==> config.mk <==
export PLATFORM = sky130hd
export DESIGN_NAME = dmem_arb
export DESIGN_NICKNAME = d
export VERILOG_FILES = /design/src/rtl/dmem_arb_pkg.sv /design/src/rtl/dmem_arb_rd_ret.sv /design/src/rtl/dmem_arb.sv
export SDC_FILE = /design/constraint.sdc
export NUM_CORES = 1
export LEC_CHECK = 0
export CAP_MARGIN = 20
export CORE_ASPECT_RATIO = 2
export CORE_MARGIN = 4
export CORE_UTILIZATION = 39
export CTS_BUF_LIST = sky130_fd_sc_hd__clkbuf_16
export CTS_CLUSTER_DIAMETER = 30
export DETAILED_ROUTE_END_ITERATION = 10
export PLACE_DENSITY = 0.84
export SYNTH_ARGS = -nofsm -noshare
export SYNTH_HDL_FRONTEND = slang
export SYNTH_SLANG_ARGS = --single-unit
==> constraint.sdc <==
create_clock -name clk -period 2.55 [get_ports clk]
set_input_delay 0.51 -clock clk [delete_from_list [all_inputs] [get_ports clk]]
set_output_delay 0.51 -clock clk [all_outputs]
set_load 0.03 [all_outputs]
==> src/rtl/dmem_arb_pkg.sv <==
// Shared types for the data-memory arbiter: FSM state and grant owner.
package dmem_arb_pkg;

  typedef enum logic [1:0] {
    ARB   = 2'd0,
    LOCK  = 2'd1,
    BREAK = 2'd2
  } arb_st_t;

  typedef enum logic {
    GNT_CORE = 1'b0,
    GNT_HOST = 1'b1
  } gnt_t;

  // Width of a counter that must be able to hold the value max_val.
  function automatic int unsigned cnt_width(input int unsigned max_val);
    return (max_val < 2) ? 1 : $clog2(max_val + 1);
  endfunction

endpackage

==> src/rtl/dmem_arb_rd_ret.sv <==
// Per-port read-return register: captures memory read data on a granted
// read and pulses valid for exactly one cycle. Data holds between reads.
module dmem_arb_rd_ret
  import dmem_arb_pkg::*;
#(
  parameter int DW = 8
) (
  input  logic          clk,
  input  logic          reset,
  input  logic          i_cap,
  input  logic [DW-1:0] i_data,
  output logic          o_valid,
  output logic [DW-1:0] o_data
);

  logic          r_valid;
  logic [DW-1:0] r_data;

  // Valid follows the capture enable; data only updates on a capture.
  always_ff @(posedge clk or negedge reset) begin
    if (!reset) begin
      r_valid <= 1'b0;
      r_data  <= '0;
    end else begin
      r_valid <= i_cap;
      if (i_cap) begin
        r_data <= i_data;
      end
    end
  end

  assign o_valid = r_valid;
  assign o_data  = r_data;

endmodule

==> src/rtl/dmem_arb.sv <==
// Two-port arbiter for the shared single-ported data memory.
//
//   state | meaning
//   ARB   | round-robin between core and host, last_gnt loses a tie
//   LOCK  | host owns the memory while h_req & h_lock, bounded by MAX_LOCK
//   BREAK | forced one-cycle host denial so a waiting core can get through
module dmem_arb
  import dmem_arb_pkg::*;
#(
  parameter int AW       = 8,
  parameter int DW       = 8,
  parameter int MAX_LOCK = 16
) (
  input  logic          clk,
  input  logic          reset,
  input  logic          c_req,
  input  logic          c_we,
  input  logic [AW-1:0] c_addr,
  input  logic [DW-1:0] c_wdata,
  output logic          c_gnt,
  output logic          c_stall,
  output logic          c_rvalid,
  output logic [DW-1:0] c_rdata,
  input  logic          h_req,
  input  logic          h_we,
  input  logic [AW-1:0] h_addr,
  input  logic [DW-1:0] h_wdata,
  input  logic          h_lock,
  output logic          h_gnt,
  output logic          h_rvalid,
  output logic [DW-1:0] h_rdata,
  output logic          m_we,
  output logic [AW-1:0] m_addr,
  output logic [DW-1:0] m_wdata,
  input  logic [DW-1:0] m_rdata
);

  localparam int CW = cnt_width(MAX_LOCK);
  localparam logic [CW-1:0] CNT_MAX = CW'(MAX_LOCK);
  localparam logic [CW-1:0] CNT_ONE = CW'(1);

  arb_st_t       r_st;
  arb_st_t       w_st_nxt;
  logic [CW-1:0] r_lock_cnt;
  logic [CW-1:0] w_cnt_nxt;
  logic [CW-1:0] w_cnt_inc;
  gnt_t          r_last_gnt;
  logic          w_rr_c;
  logic          w_rr_h;
  logic          w_c_gnt;
  logic          w_h_gnt;
  logic          w_m_we;
  logic [AW-1:0] w_m_addr;
  logic [DW-1:0] w_m_wdata;

  // Grant decode, next-state/lock-count, and memory-port mux.
  always_comb begin
    w_c_gnt   = 1'b0;
    w_h_gnt   = 1'b0;
    w_st_nxt  = r_st;
    w_cnt_nxt = r_lock_cnt;
    w_cnt_inc = r_lock_cnt + CNT_ONE;
    // Round-robin winner: a lone requester wins, a tie goes to the port
    // that did not win the most recent granted cycle.
    w_rr_c    = c_req & (~h_req | (r_last_gnt == GNT_HOST));
    w_rr_h    = h_req & (~c_req | (r_last_gnt == GNT_CORE));

    case (r_st)
      ARB: begin
        w_c_gnt   = w_rr_c;
        w_h_gnt   = w_rr_h;
        w_cnt_nxt = '0;
        if (w_rr_h && h_lock) begin
          // The entry grant is the first locked cycle.
          w_st_nxt  = LOCK;
          w_cnt_nxt = CNT_ONE;
        end
      end
      LOCK: begin
        if (h_req && h_lock) begin
          w_h_gnt   = 1'b1;
          w_cnt_nxt = w_cnt_inc;
          if (w_cnt_inc == CNT_MAX) begin
            w_st_nxt = BREAK;
          end
        end else begin
          // Lock released: behave exactly like ARB for this cycle.
          w_c_gnt   = w_rr_c;
          w_h_gnt   = w_rr_h;
          w_st_nxt  = ARB;
          w_cnt_nxt = '0;
        end
      end
      BREAK: begin
        w_c_gnt   = c_req;
        w_cnt_nxt = '0;
        w_st_nxt  = h_lock ? LOCK : ARB;
      end
      default: begin
        w_st_nxt  = ARB;
        w_cnt_nxt = '0;
      end
    endcase

    // No grant may escape while reset is held.
    if (!reset) begin
      w_c_gnt = 1'b0;
      w_h_gnt = 1'b0;
    end

    w_m_we    = 1'b0;
    w_m_addr  = '0;
    w_m_wdata = '0;
    if (w_c_gnt) begin
      w_m_we    = c_we;
      w_m_addr  = c_addr;
      w_m_wdata = c_wdata;
    end else if (w_h_gnt) begin
      w_m_we    = h_we;
      w_m_addr  = h_addr;
      w_m_wdata = h_wdata;
    end
  end

  // Arbitration state, lock counter and last winner.
  always_ff @(posedge clk or negedge reset) begin
    if (!reset) begin
      r_st       <= ARB;
      r_lock_cnt <= '0;
      r_last_gnt <= GNT_HOST;
    end else begin
      r_st       <= w_st_nxt;
      r_lock_cnt <= w_cnt_nxt;
      if (w_c_gnt) begin
        r_last_gnt <= GNT_CORE;
      end else if (w_h_gnt) begin
        r_last_gnt <= GNT_HOST;
      end
    end
  end

  dmem_arb_rd_ret #(.DW(DW)) u_rd_ret_c (
    .clk     (clk),
    .reset   (reset),
    .i_cap   (w_c_gnt & ~c_we),
    .i_data  (m_rdata),
    .o_valid (c_rvalid),
    .o_data  (c_rdata)
  );

  dmem_arb_rd_ret #(.DW(DW)) u_rd_ret_h (
    .clk     (clk),
    .reset   (reset),
    .i_cap   (w_h_gnt & ~h_we),
    .i_data  (m_rdata),
    .o_valid (h_rvalid),
    .o_data  (h_rdata)
  );

  assign c_gnt   = w_c_gnt;
  assign h_gnt   = w_h_gnt;
  assign c_stall = reset & c_req & ~w_c_gnt;
  assign m_we    = w_m_we;
  assign m_addr  = w_m_addr;
  assign m_wdata = w_m_wdata;

endmodule

* Word-level counts from Yosys, hierarchy flattened
Index checks and enable logic that the tools add are counted.
Word-level totals: input bits 47, output and inout bits 38, logic and storage cells 54, register bits 26
Cells by class: equal/unequal tests 5, reductions and logical operators 5, $add $sub $neg 1, bitwise gates (word level) 14, mux-type cells 22
Operators with widths (count):
- 8-bit two-way mux | 4
- 1-bit two-way mux | 10
- 5-bit case mux with 2 select lines | 1
- 1-bit bitwise AND | 6
- 2-bit two-way mux | 3
- 1-bit NOT | 6
- 2-bit case mux with 3 select lines | 1
- 5-bit by 1-bit adder with 5-bit output, second input constant | 1
- 5-bit equality test, second input constant | 1
- 5-bit two-way mux | 1
- 3-bit inequality test, second input constant | 1
- 1-bit case mux with 3 select lines | 1
- 2-bit by 1-bit equality test with 1-bit output, second input constant | 1
- 2-bit equality test, second input constant | 1
- 1-bit logical AND | 2
- 2-bit logical NOT | 1
- 2-bit inequality test, second input constant | 1
- 1-bit bitwise OR | 2
- 1-bit case mux with 2 select lines | 1
- 2-bit AND reduction | 1
- 2-bit nonzero test | 1

* Logic depth before layout (Yosys ltp)
depth after elaboration 8, depth in mapped cells 6, depth with buffers taken out 5

* By module
Synthesis repeated with hierarchy kept, for this count alone.
Second synthesis, totals: cell total of the unflattened synthesis 103, area, all modules 1363.8 um^2
By module, submodules not included:
- dmem_arb_rd_ret | area an instance 356.6 um^2, sequential area each 225.2 um^2, times used 2, cells each 18
- dmem_arb | area an instance 650.6 um^2, sequential area each 201.4 um^2, times used 1, cells each 67

* Least setup slack after synthesis
No wires, ideal clock.
kind input-to-output, from in h_req, to out c_stall, cell stages on the path 4, slack 0.501 ns, buffers on the path 1, arrival 1.539 ns, required time 2.040 ns, path through nand4b_2 -> and4bb_4 -> buf_2 -> nor2_1
Between the ends: cells in the longest elaborated chain, start to end 8, elaborated cells between the ends (all ways) 9, classes of those cells mux (3); bitwise (5); reduce/logical (1)
RTL lines:
- start, declared | line dmem_arb.sv:24 | input logic h_req,
- 1-bit NOT | line dmem_arb.sv:65 | w_rr_c = c_req & (~h_req | (r_last_gnt == GNT_HOST));
- 1-bit bitwise OR | line dmem_arb.sv:65
- 1-bit bitwise AND | line dmem_arb.sv:65
- 1-bit two-way mux | line dmem_arb.sv:80 | if (h_req && h_lock) begin
- 1-bit case mux with 3 select lines (*) | line dmem_arb.sv:68 | case (r_st)
- 1-bit two-way mux (*) | line dmem_arb.sv:106 | if (!reset) begin
- named net c_gnt | line dmem_arb.sv:20 | output logic c_gnt,
- 1-bit NOT (*) | line dmem_arb.sv:162 | assign c_stall = reset & c_req & ~w_c_gnt;
- 1-bit bitwise AND (*) | line dmem_arb.sv:162
- end, declared | line dmem_arb.sv:21 | output logic c_stall,
Mark *: on every way through the listed nets, which the timed path passes. The rest lies on a longest branch.

* Worst setup path in the final report
from in h_req, to out m_wdata[4]
Between the ends: cells in the longest elaborated chain, start to end 7, elaborated cells between the ends (all ways) 13, classes of those cells mux (8); bitwise (4); reduce/logical (1)
RTL lines:
- 1-bit NOT | line dmem_arb.sv:65
- 1-bit bitwise OR | line dmem_arb.sv:65
- 1-bit bitwise AND | line dmem_arb.sv:65
- 1-bit two-way mux | line dmem_arb.sv:80
- 1-bit case mux with 3 select lines | line dmem_arb.sv:68
- 1-bit two-way mux | line dmem_arb.sv:106
- 8-bit two-way mux (*) | line dmem_arb.sv:114 | if (w_c_gnt) begin
- end, declared | line dmem_arb.sv:34 | output logic [DW-1:0] m_wdata,
Mark *: on every way between the ends. The rest lies on a longest branch, timed or not.

==> results.yml <==
power_and_ir_drop:
  power_leakage_nw: 1.067
  irDropWorstVdd_mv: 0.4794
  report.power.total_w: 0.001607
  pwr_density_cell_nw_per_um2: 688.8
global_routing:
  grt_first_pass_wirelength_um: 6120
  grt_pass1_vias: 1316
  grt_antenna_before_repair: 0
  grt_use_total_pct: 17.63
  gr-total-overflow: 0
  grt_start_max_net_pins: 28
timing:
  setup_total_negative_slack_ns: 0
  slew_headroom_pct: 76.30
  max_freq_ghz: 0.4047
  drv_slew: 0
  hold_viol_final: 0
  finalCriticalPeriod_ns: 2.471
  fin_crit_sh_pct: 96.89
  setup_viol_count_final: 0
  worst_slew_pin_slew_ns: 0.3544
  layout_setup_ws_ns: 0.07921
  timing.clock.skew_ns: 0.003053
  rsz0062_at_grt: "false"
yosys:
  synthDominantCellAreaShare_pct: 45.87
  synth_nets: 151
  number_of_distinct_library_cell_variants_in_the_gate_level_netlist_after_synthesis: 28
  largest_area_contributor_in_the_netlist: "dfrtp_1"
  yosysWarningCount: 0
  syn-instance-count: 102
  syn_area_um2: 1364
  yosys-top-cells-area: "dfrtp_1 (46%), mux2_4 (18%), a22o_1 (11%), buf_6 (2.5%), nor2b_4 (2.0%)"
  syn_area_per_cell_um2: 13.37
  ys_seq_area_share_pct: 47.80
  synth_seq_cells: 26
run_status:
  result_of_the_run: "completed"
cts:
  clk_latency_worst_skew_pair_ns: 0.26
  postCtsResizedCells: 0
  cts_inserted_buffers: 3
  clk_root_buffer_cell: "clkbuf_16"
  postCtsSetupBuffers: 0
  path_clk_slew_ns: 0.06
  hold_buffers: 0
  cts.sinks: 26
  h_tree_depth: 1
  clock_tree.buffer_depth: 2
  tritoncts_clock_tree: "yes"
floorplanning:
  std_cell_core_area_um2: 3378
  die_height_um: 91.63
  pin_count: 85
  die_width_um: 49.82
  placement_rows: 30
  fp.dieArea_um2: 4565
  floorplan.initialDensity_pct: 40.37
place:
  hpwl_after_detailed_placement_um: 3198
  routabilityCongestion: 0.7899
  place_worst_setup_slack_ns: 0.08700
  placement.io_buffers: 84
  place_inst: 218
critical_path:
  crit_path_max_fanout: 21
  cp-end-kind: "primary output"
  startpoint_type: "primary input"
  timing.setup.critical_path_class: "primary input to primary output"
  critical_path.reg2reg.startpoint: "r_last_gnt"
  critical_path.endpoint: "m_wdata[4]"
  worst-r2r-cell-count: 5
  rr_endpoint: "u_rd_ret_c.o_data[6]"
  critical_path_required_ns: 2.04
  worstPathArrival_ns: 1.96
  reg2reg_setup_slack_ns: 0.71
  critPathLaunch: "h_req"
layout:
  antenna_cells: 0
  finalNetCount: 240
  synthToLayoutAreaGrowth_pct: 71.10
  drive_gt1_share_pct: 26.84
  post_layout_nonfiller_instances: 222
detailed_routing:
  route.vias.total: 1199
  route.detailed.wl_per_inst_um: 17.50
  drcViolationCount: 0
  drt_first_iter_violations: 18
  firstDrtPassIters: 4
  ant_nets_after_route: 0
  totalWireLength_um: 3885
  post_drt_via_cell_ratio: 5.401
run:
  max_cap_viol_count: 0
min_path:
  hp-class: "flop to flop"
-- layout make-up --
class | instances | area (µm²)
fillers | 263 | 1045
well taps | 32 | 40.04
inverters | 1 | 3.754
repair buffers | 90 | 873.3
clock inverters | 1 | 30.03
multi-input cells | 69 | 659.4
flip-flops and latches | 26 | 651.9
clock buffers | 3 | 75.07
-- metrics by stage --
stage / hold WS [ns] / cell area, µm² / util, %
after floorplan: 0.2144 / 1364 / -
after global placement: 0.4937 / 2228 / 65.96
after detailed placement: 0.4968 / 2228 / 65.96
after CTS: 0.5166 / 2333 / 69.07
after global routing: 0.5256 / 2333 / 69.07
final: 0.5114 / 2333 / 69.07
-- worst min path at each step --
| stage | start | to | slack [ns] | cells after the start |
|---|---|---|---|---|
| after floorplan | reset | r_lock_cnt[0] | 0.21 | 0 |
| after global placement | u_rd_ret_h.o_data[4] | u_rd_ret_h.o_data[4] | 0.49 | 1 |
| after detailed placement | u_rd_ret_h.o_data[3] | u_rd_ret_h.o_data[3] | 0.50 | 1 |
| after CTS | u_rd_ret_h.o_data[7] | u_rd_ret_h.o_data[7] | 0.52 | 1 |
| after global routing | u_rd_ret_h.o_data[7] | u_rd_ret_h.o_data[7] | 0.53 | 1 |
| final | u_rd_ret_h.o_data[7] | u_rd_ret_h.o_data[7] | 0.51 | 1 |
-- synthesized netlist by cell type --
cell type	n
buf_6	3
nor2b_1	2
nand3_1	2
a21boi_0	1
xor2_1	1
dfstp_2	1
ha_1	2
nand4b_2	1
and2_1	1
and3_1	1
a22o_1	17
o211a_1	2
nor3b_1	1
o32ai_1	1
xnor2_1	2
inv_1	1
o2111a_1	1
and4bb_4	1
buf_2	3
and2b_1	1
nor2_1	4
mux2_4	16
a21oi_1	2
nor3_1	2
dfrtp_1	25
nor2b_4	2
and3b_1	1
nand2_1	5
-- power breakdown --
group          switching (W)  internal [W]  total [W]  leakage (nW)
clock               0.000134      0.000312   0.000446        0.0511
combinational       0.000306      0.000322   0.000628         0.691
sequential         0.0000479      0.000485   0.000533         0.324
total               0.000488       0.00112    0.00161          1.07
-- critical path, stage by stage --
cell,delay (ns)
clkdlybuf4s50_1,0.47
nor3b_1,0.16
and4bb_4,0.47
a22o_1,0.20
buf_4,0.16
-- flip-flops by register name, indices dropped and copies added, names as in the netlist --
| register | cells |
|---|---|
| r_lock_cnt | 5 |
| u_rd_ret_h.o_valid | 1 |
| r_last_gnt | 1 |
| u_rd_ret_c.o_data | 8 |
| u_rd_ret_c.o_valid | 1 |
| r_st | 2 |
| u_rd_ret_h.o_data | 8 |
-- cells in the final DEF (no fill, tap or decap), types with 2 or more instances in the layout --
| master | n |
|---|---|
| xnor2_1 | 2 |
| nor2b_4 | 2 |
| clkdlybuf4s50_1 | 64 |
| a21oi_1 | 2 |
| nor3_1 | 2 |
| o211a_1 | 2 |
| nand2_1 | 5 |
| nor2_1 | 4 |
| dfrtp_1 | 25 |
| nand3_1 | 2 |
| mux2_4 | 16 |
| a22o_1 | 17 |
| nor2b_1 | 2 |
| clkbuf_16 | 3 |
| buf_4 | 23 |
| buf_12 | 3 |
| ha_1 | 2 |
-- cell families (layout without fill, tap and decap cells) --
kind of cell,after synthesis,in the layout,share of synthesized area (%)
multiplexers,16,16,17.61
XOR/XNOR,3,3,1.927
adder cells (fa/ha/maj),2,2,1.835
buffers and inverters,7,95,3.852
AO/OA/AOI/OAI,24,24,15.14
flip-flops,26,26,47.80
AND/OR/NAND/NOR,24,24,11.84
-- per-layer routing --
layer  share of wire, %  vias up  track usage [%]
met5                  0        -                0
met2                 52       76            32.08
met3                9.8        8            4.878
li1                   -      557                -
met4                3.5        0            9.469
met1                 35      558            17.30
Power figures use the tool's default switching activity.
==> patch 1, RTL diff (config.mk and constraints unchanged) <==
Set the parameter `AW` to 7 (it was 8).
--- a/src/rtl/dmem_arb.sv
+++ b/src/rtl/dmem_arb.sv
@@ -7,7 +7,7 @@
 module dmem_arb
   import dmem_arb_pkg::*;
 #(
-  parameter int AW       = 8,
+  parameter int AW       = 7,
   parameter int DW       = 8,
   parameter int MAX_LOCK = 16
 ) (
Interface: changed (resized c_addr, h_addr and m_addr); port bits go from 85 to 82. No check against the original RTL was run, so the function may have changed too.
==> patch 1 against the original RTL <==
  * Wire length fell by 1.4%
  * Cell area down 2.3%
  * Critical path depth grew 1
  * Total power decreased by 0.44%
  * Sequential share of layout area increased by 0.64 points
  * Clock power rose by 2%
  * Sequential cell count did not move
  * Worst setup slack lost 52 ps
  * Area after synthesis is 1.0% lower
  * Critical path type unchanged
==> patch 1: results (changes against the original RTL) <==
\begin{tabular}{lr}
\hline
Metric & Value \\
\hline
\multicolumn{2}{l}{\textbf{GRT}} \\
Number of global-route vias before repair & 1,341 (+1.9\%) \\
GRT Util Overall & 0.171 (-0.00524) \\
Wire length of the first global-routing pass & 5970 um (-2.5\%) \\
\multicolumn{2}{l}{\textbf{Finish}} \\
Multi-input combinational gate total & 68 (-1.4\%) \\
Nets@finish & 234 (-2.5\%) \\
Final cell count without fillers & 218 (-1.8\%) \\
Post-synthesis to final-layout area growth & 69.0\% \\
Area of combinational cells with multiple inputs & 644 um2 (-2.3\%) \\
Register area & 652 um2 (unchanged) \\
Proportion of cell area spent on the clock network & 0.0461 (+0.00104) \\
Nonclk buf count & 87 (-3.3\%) \\
Sequential cell count & 26 (unchanged) \\
\multicolumn{2}{l}{\textbf{Logic synthesis}} \\
Sequential area share after synthesis & 0.483 (+0.00487) \\
Arithmetic-cell share of the synthesized area counting full adders, half adders and majority gates & 0.0185 (+0.000187) \\
Xor and xnor fraction of the mapped netlist area & 0.0195 (+0.000196) \\
Largest cells by area after synthesis & dfrtp\_1 (46\%), mux2\_4 (18\%), a22o\_1 (10\%), buf\_6 (3.3\%), dfstp\_2 (1.9\%) \\
Mapped Cells & 101 (-0.98\%) \\
Top cells by count, synth & dfrtp\_1 (25), a22o\_1 (16), mux2\_4 (16), nand2\_1 (5) \\
\multicolumn{2}{l}{\textbf{STA}} \\
Worst setup skew after layout & 3.65 ps (+0.600 ps) \\
Slew at the pin closest to its max-slew limit & 356 ps (+1.56 ps) \\
\multicolumn{2}{l}{\textbf{Routing}} \\
Vias after detailed routing & 1,187 (-1.0\%) \\
Detail-routed net length per standard cell & 17.6 um (+0.37\%) \\
DR iter-0 viols & 13 (-5) \\
\multicolumn{2}{l}{\textbf{Place}} \\
Placed wire-length estimate after detailed placement & 3060 um (-4.2\%) \\
Weighted congestion at the end of routability-driven global placement & 0.696 (-12\%) \\
Post-placement worst setup slack & -2.42 ps (-89.4 ps) \\
Dpl cell area & 2170 um2 (-2.7\%) \\
\multicolumn{2}{l}{\textbf{Power and ir drop}} \\
Switching share of total power & 0.305 (+0.000987) \\
IR drop worst, VDD & 0.000391 V (-18\%) \\
Clock distribution power & 0.000456 W (+2\%) \\
Power Density & 702 nW/um2 (+1.8\%) \\
Leakage Power & 1.06 nW (-0.75\%) \\
\multicolumn{2}{l}{\textbf{Hold path}} \\
Hold Path Origin & u\_rd\_ret\_c.o\_data[1] \\
\multicolumn{2}{l}{\textbf{Outcome}} \\
Result of the run & completed \\
\multicolumn{2}{l}{\textbf{Worst setup path}} \\
Origin of the critical flop-to-flop path & r\_last\_gnt \\
Arrival time at the worst endpoint & 2010 ps (+50 ps) \\
Critical Path Fanout Max & 20 (-4.8\%) \\
\hline
\end{tabular}
[patch 1: cell types whose count changed after synthesis]
cell | unedited run | this run
a22o_1 | 17 | 16
and4bb_1 | 0 | 1
and4bb_4 | 1 | 0
nor2b_4 | 2 | 1
buf_6 | 3 | 4
buf_2 | 3 | 2
nor2b_1 | 2 | 3
[patch 1: final timing paths]
check,end,slack [ps],cells after the start
worst max-delay path,m_wdata[1],30,6
worst min-delay path,u_rd_ret_c.o_data[1],510,1
worst max register to register,u_rd_ret_c.o_data[3],660,6
worst min register to register,u_rd_ret_c.o_data[1],510,1
max in group asynchronous,r_last_gnt,1450,3
min in group asynchronous,u_rd_ret_h.o_data[6],800,3
[patch 1: routing by layer]
metal / GRT usage / share of wire
met1: 0.166 / 0.34
met2: 0.333 / 0.57
met3: 0.0378 / 0.071
met4: 0.0624 / 0.013
met5: 0 / 0
[patch 1: what timing repair did]
action                     CTS  global route
setup endpoints to repair    1            16
hold buffers                 0             0
gates cloned                 0             0
gates resized for setup      1             1
buffers inserted             0             0
==> patch 2, RTL diff (same flow settings) <==
Without the edit above. Make the reset (`reset`) synchronous in 2 clocked blocks.
--- a/src/rtl/dmem_arb_rd_ret.sv
+++ b/src/rtl/dmem_arb_rd_ret.sv
@@ -17,7 +17,7 @@
   logic [DW-1:0] r_data;
 
   // Valid follows the capture enable; data only updates on a capture.
-  always_ff @(posedge clk or negedge reset) begin
+  always_ff @(posedge clk) begin
     if (!reset) begin
       r_valid <= 1'b0;
       r_data  <= '0;
--- a/src/rtl/dmem_arb.sv
+++ b/src/rtl/dmem_arb.sv
@@ -123,7 +123,7 @@
   end
 
   // Arbitration state, lock counter and last winner.
-  always_ff @(posedge clk or negedge reset) begin
+  always_ff @(posedge clk) begin
     if (!reset) begin
       r_st       <= ARB;
       r_lock_cnt <= '0;
Function: differs if reset is asserted again (counterexample within 4 cycles, from zero or initial values and one cycle with reset low); with reset held inactive, the same outputs for 10 cycles.
==> patch 2 against the original RTL <==
  * Worst setup slack gained 75 ps
  * Utilization shrank 0.15 points
  * Wire length grew 3.0%
  * Sequential cell count is the same
  * Cell area shrank 0.21%
  * Area after synthesis shrank 0.46%
  * Total power shrank 31%
  * Sequential power shrank 19%
  * Critical path depth grew 1
  * Critical path type unchanged
  * Critical endpoint is now m_wdata[3]
  * Largest power group is now sequential cells
==> patch 2: results (changes against the original RTL) <==
\begin{tabular}{lr}
\hline
Metric & Value \\
\hline
\multicolumn{2}{l}{\textbf{Worst setup path}} \\
Register-to-register path setup slack & 630 ps (-80 ps) \\
Worst setup startpoint & c\_req \\
Origin of the critical flop-to-flop path & r\_st[1] \\
\multicolumn{2}{l}{\textbf{Outcome}} \\
Result of the run & completed \\
\multicolumn{2}{l}{\textbf{Logic synthesis}} \\
Proportion of register bits with asynchronous set or reset after synthesis & 0 (-1.00) \\
Top cells by count, synth & nor2b\_1 (29), dfxtp\_1 (26), nand2\_1 (21), a22oi\_1 (17), mux2i\_1 (16) \\
Number of unique standard cell types used by synthesis & 27 (-3.6\%) \\
Synth Net Count & 200 (+32\%) \\
Complex-gate fraction of the synthesized area & 0.163 (+0.0118) \\
\multicolumn{2}{l}{\textbf{Finish}} \\
Nets@finish & 287 (+20\%) \\
Proportion of layout cells with a drive suffix above 1 & 0.177 (-0.0912) \\
Final core area utilization & 0.689 (-0.00148) \\
Count of filler cells inserted in the layout & 267 (+1.5\%) \\
\multicolumn{2}{l}{\textbf{Place}} \\
Post-placement worst setup slack & -11.8 ps (-98.8 ps) \\
Dpl cell area & 2210 um2 (-0.62\%) \\
Post-Place Cells & 265 (+22\%) \\
Weighted congestion at the end of routability-driven global placement & 0.785 (-0.58\%) \\
\multicolumn{2}{l}{\textbf{Hold path}} \\
Count of cells along the worst hold path & 2 (+1) \\
\multicolumn{2}{l}{\textbf{GRT}} \\
Pin count of the biggest net entering global routing & 38 (+36\%) \\
Global routing usage on met1 & 0.190 (+0.0173) \\
Met3 Use GR & 0.0197 (-0.0291) \\
Wire length of the first global-routing pass & 6330 um (+3.5\%) \\
\multicolumn{2}{l}{\textbf{Routing}} \\
Met3 routed WL & 139 um (-63\%) \\
Final routed wirelength across all metal layers & 4000 um (+3.0\%) \\
Routed length on met2 & 2270 um (+13\%) \\
\multicolumn{2}{l}{\textbf{STA}} \\
Post-layout worst setup margin & 155 ps (+75.3 ps) \\
Worst setup skew after layout & 1.20 ps (-1.86 ps) \\
Headroom to the max-slew limit & 0.423 (-0.340) \\
Minimum hold slack & 459 ps (-52.7 ps) \\
\multicolumn{2}{l}{\textbf{Power and ir drop}} \\
IR drop worst, VDD & 0.000332 V (-31\%) \\
Sequential Power & 0.000433 W (-19\%) \\
Switching power total & 0.000304 W (-38\%) \\
\hline
\end{tabular}
## patch 2: cell count changes after synthesis, sizes merged, moves of 2 or more
cell | unedited run | this run
a22o | 17 | 0
a22oi | 0 | 17
clkbuf | 0 | 5
dfrtp | 25 | 0
dfxtp | 0 | 26
mux2 | 16 | 0
mux2i | 0 | 16
nand2 | 5 | 22
nor2 | 4 | 7
nor2b | 4 | 29
nor3 | 2 | 0
o211a | 2 | 0
## patch 2: worst reg2reg max path, cell delays in order (launching register included)
cell and delay (ps):
dfxtp_1 360, nand2b_4 160, o221a_2 210, buf_4 140, nor2b_1 700, mux2i_1 270
## patch 2: area by class of cell
cell class,count,area share
Tap cell,32,0.0172
Sequential cell,26,0.224
Clock inverter,1,0.00161
Clock buffer,3,0.0322
Inverter,2,0.00322
Multi-Input combinational cell,113,0.349
Timing Repair Buffer,92,0.373
## patch 2: repair_timing
action                     in CTS  in global routing
setup endpoints to repair       5                 15
hold buffers                    0                  0
gates cloned                    0                  0
gates resized for setup         1                  8
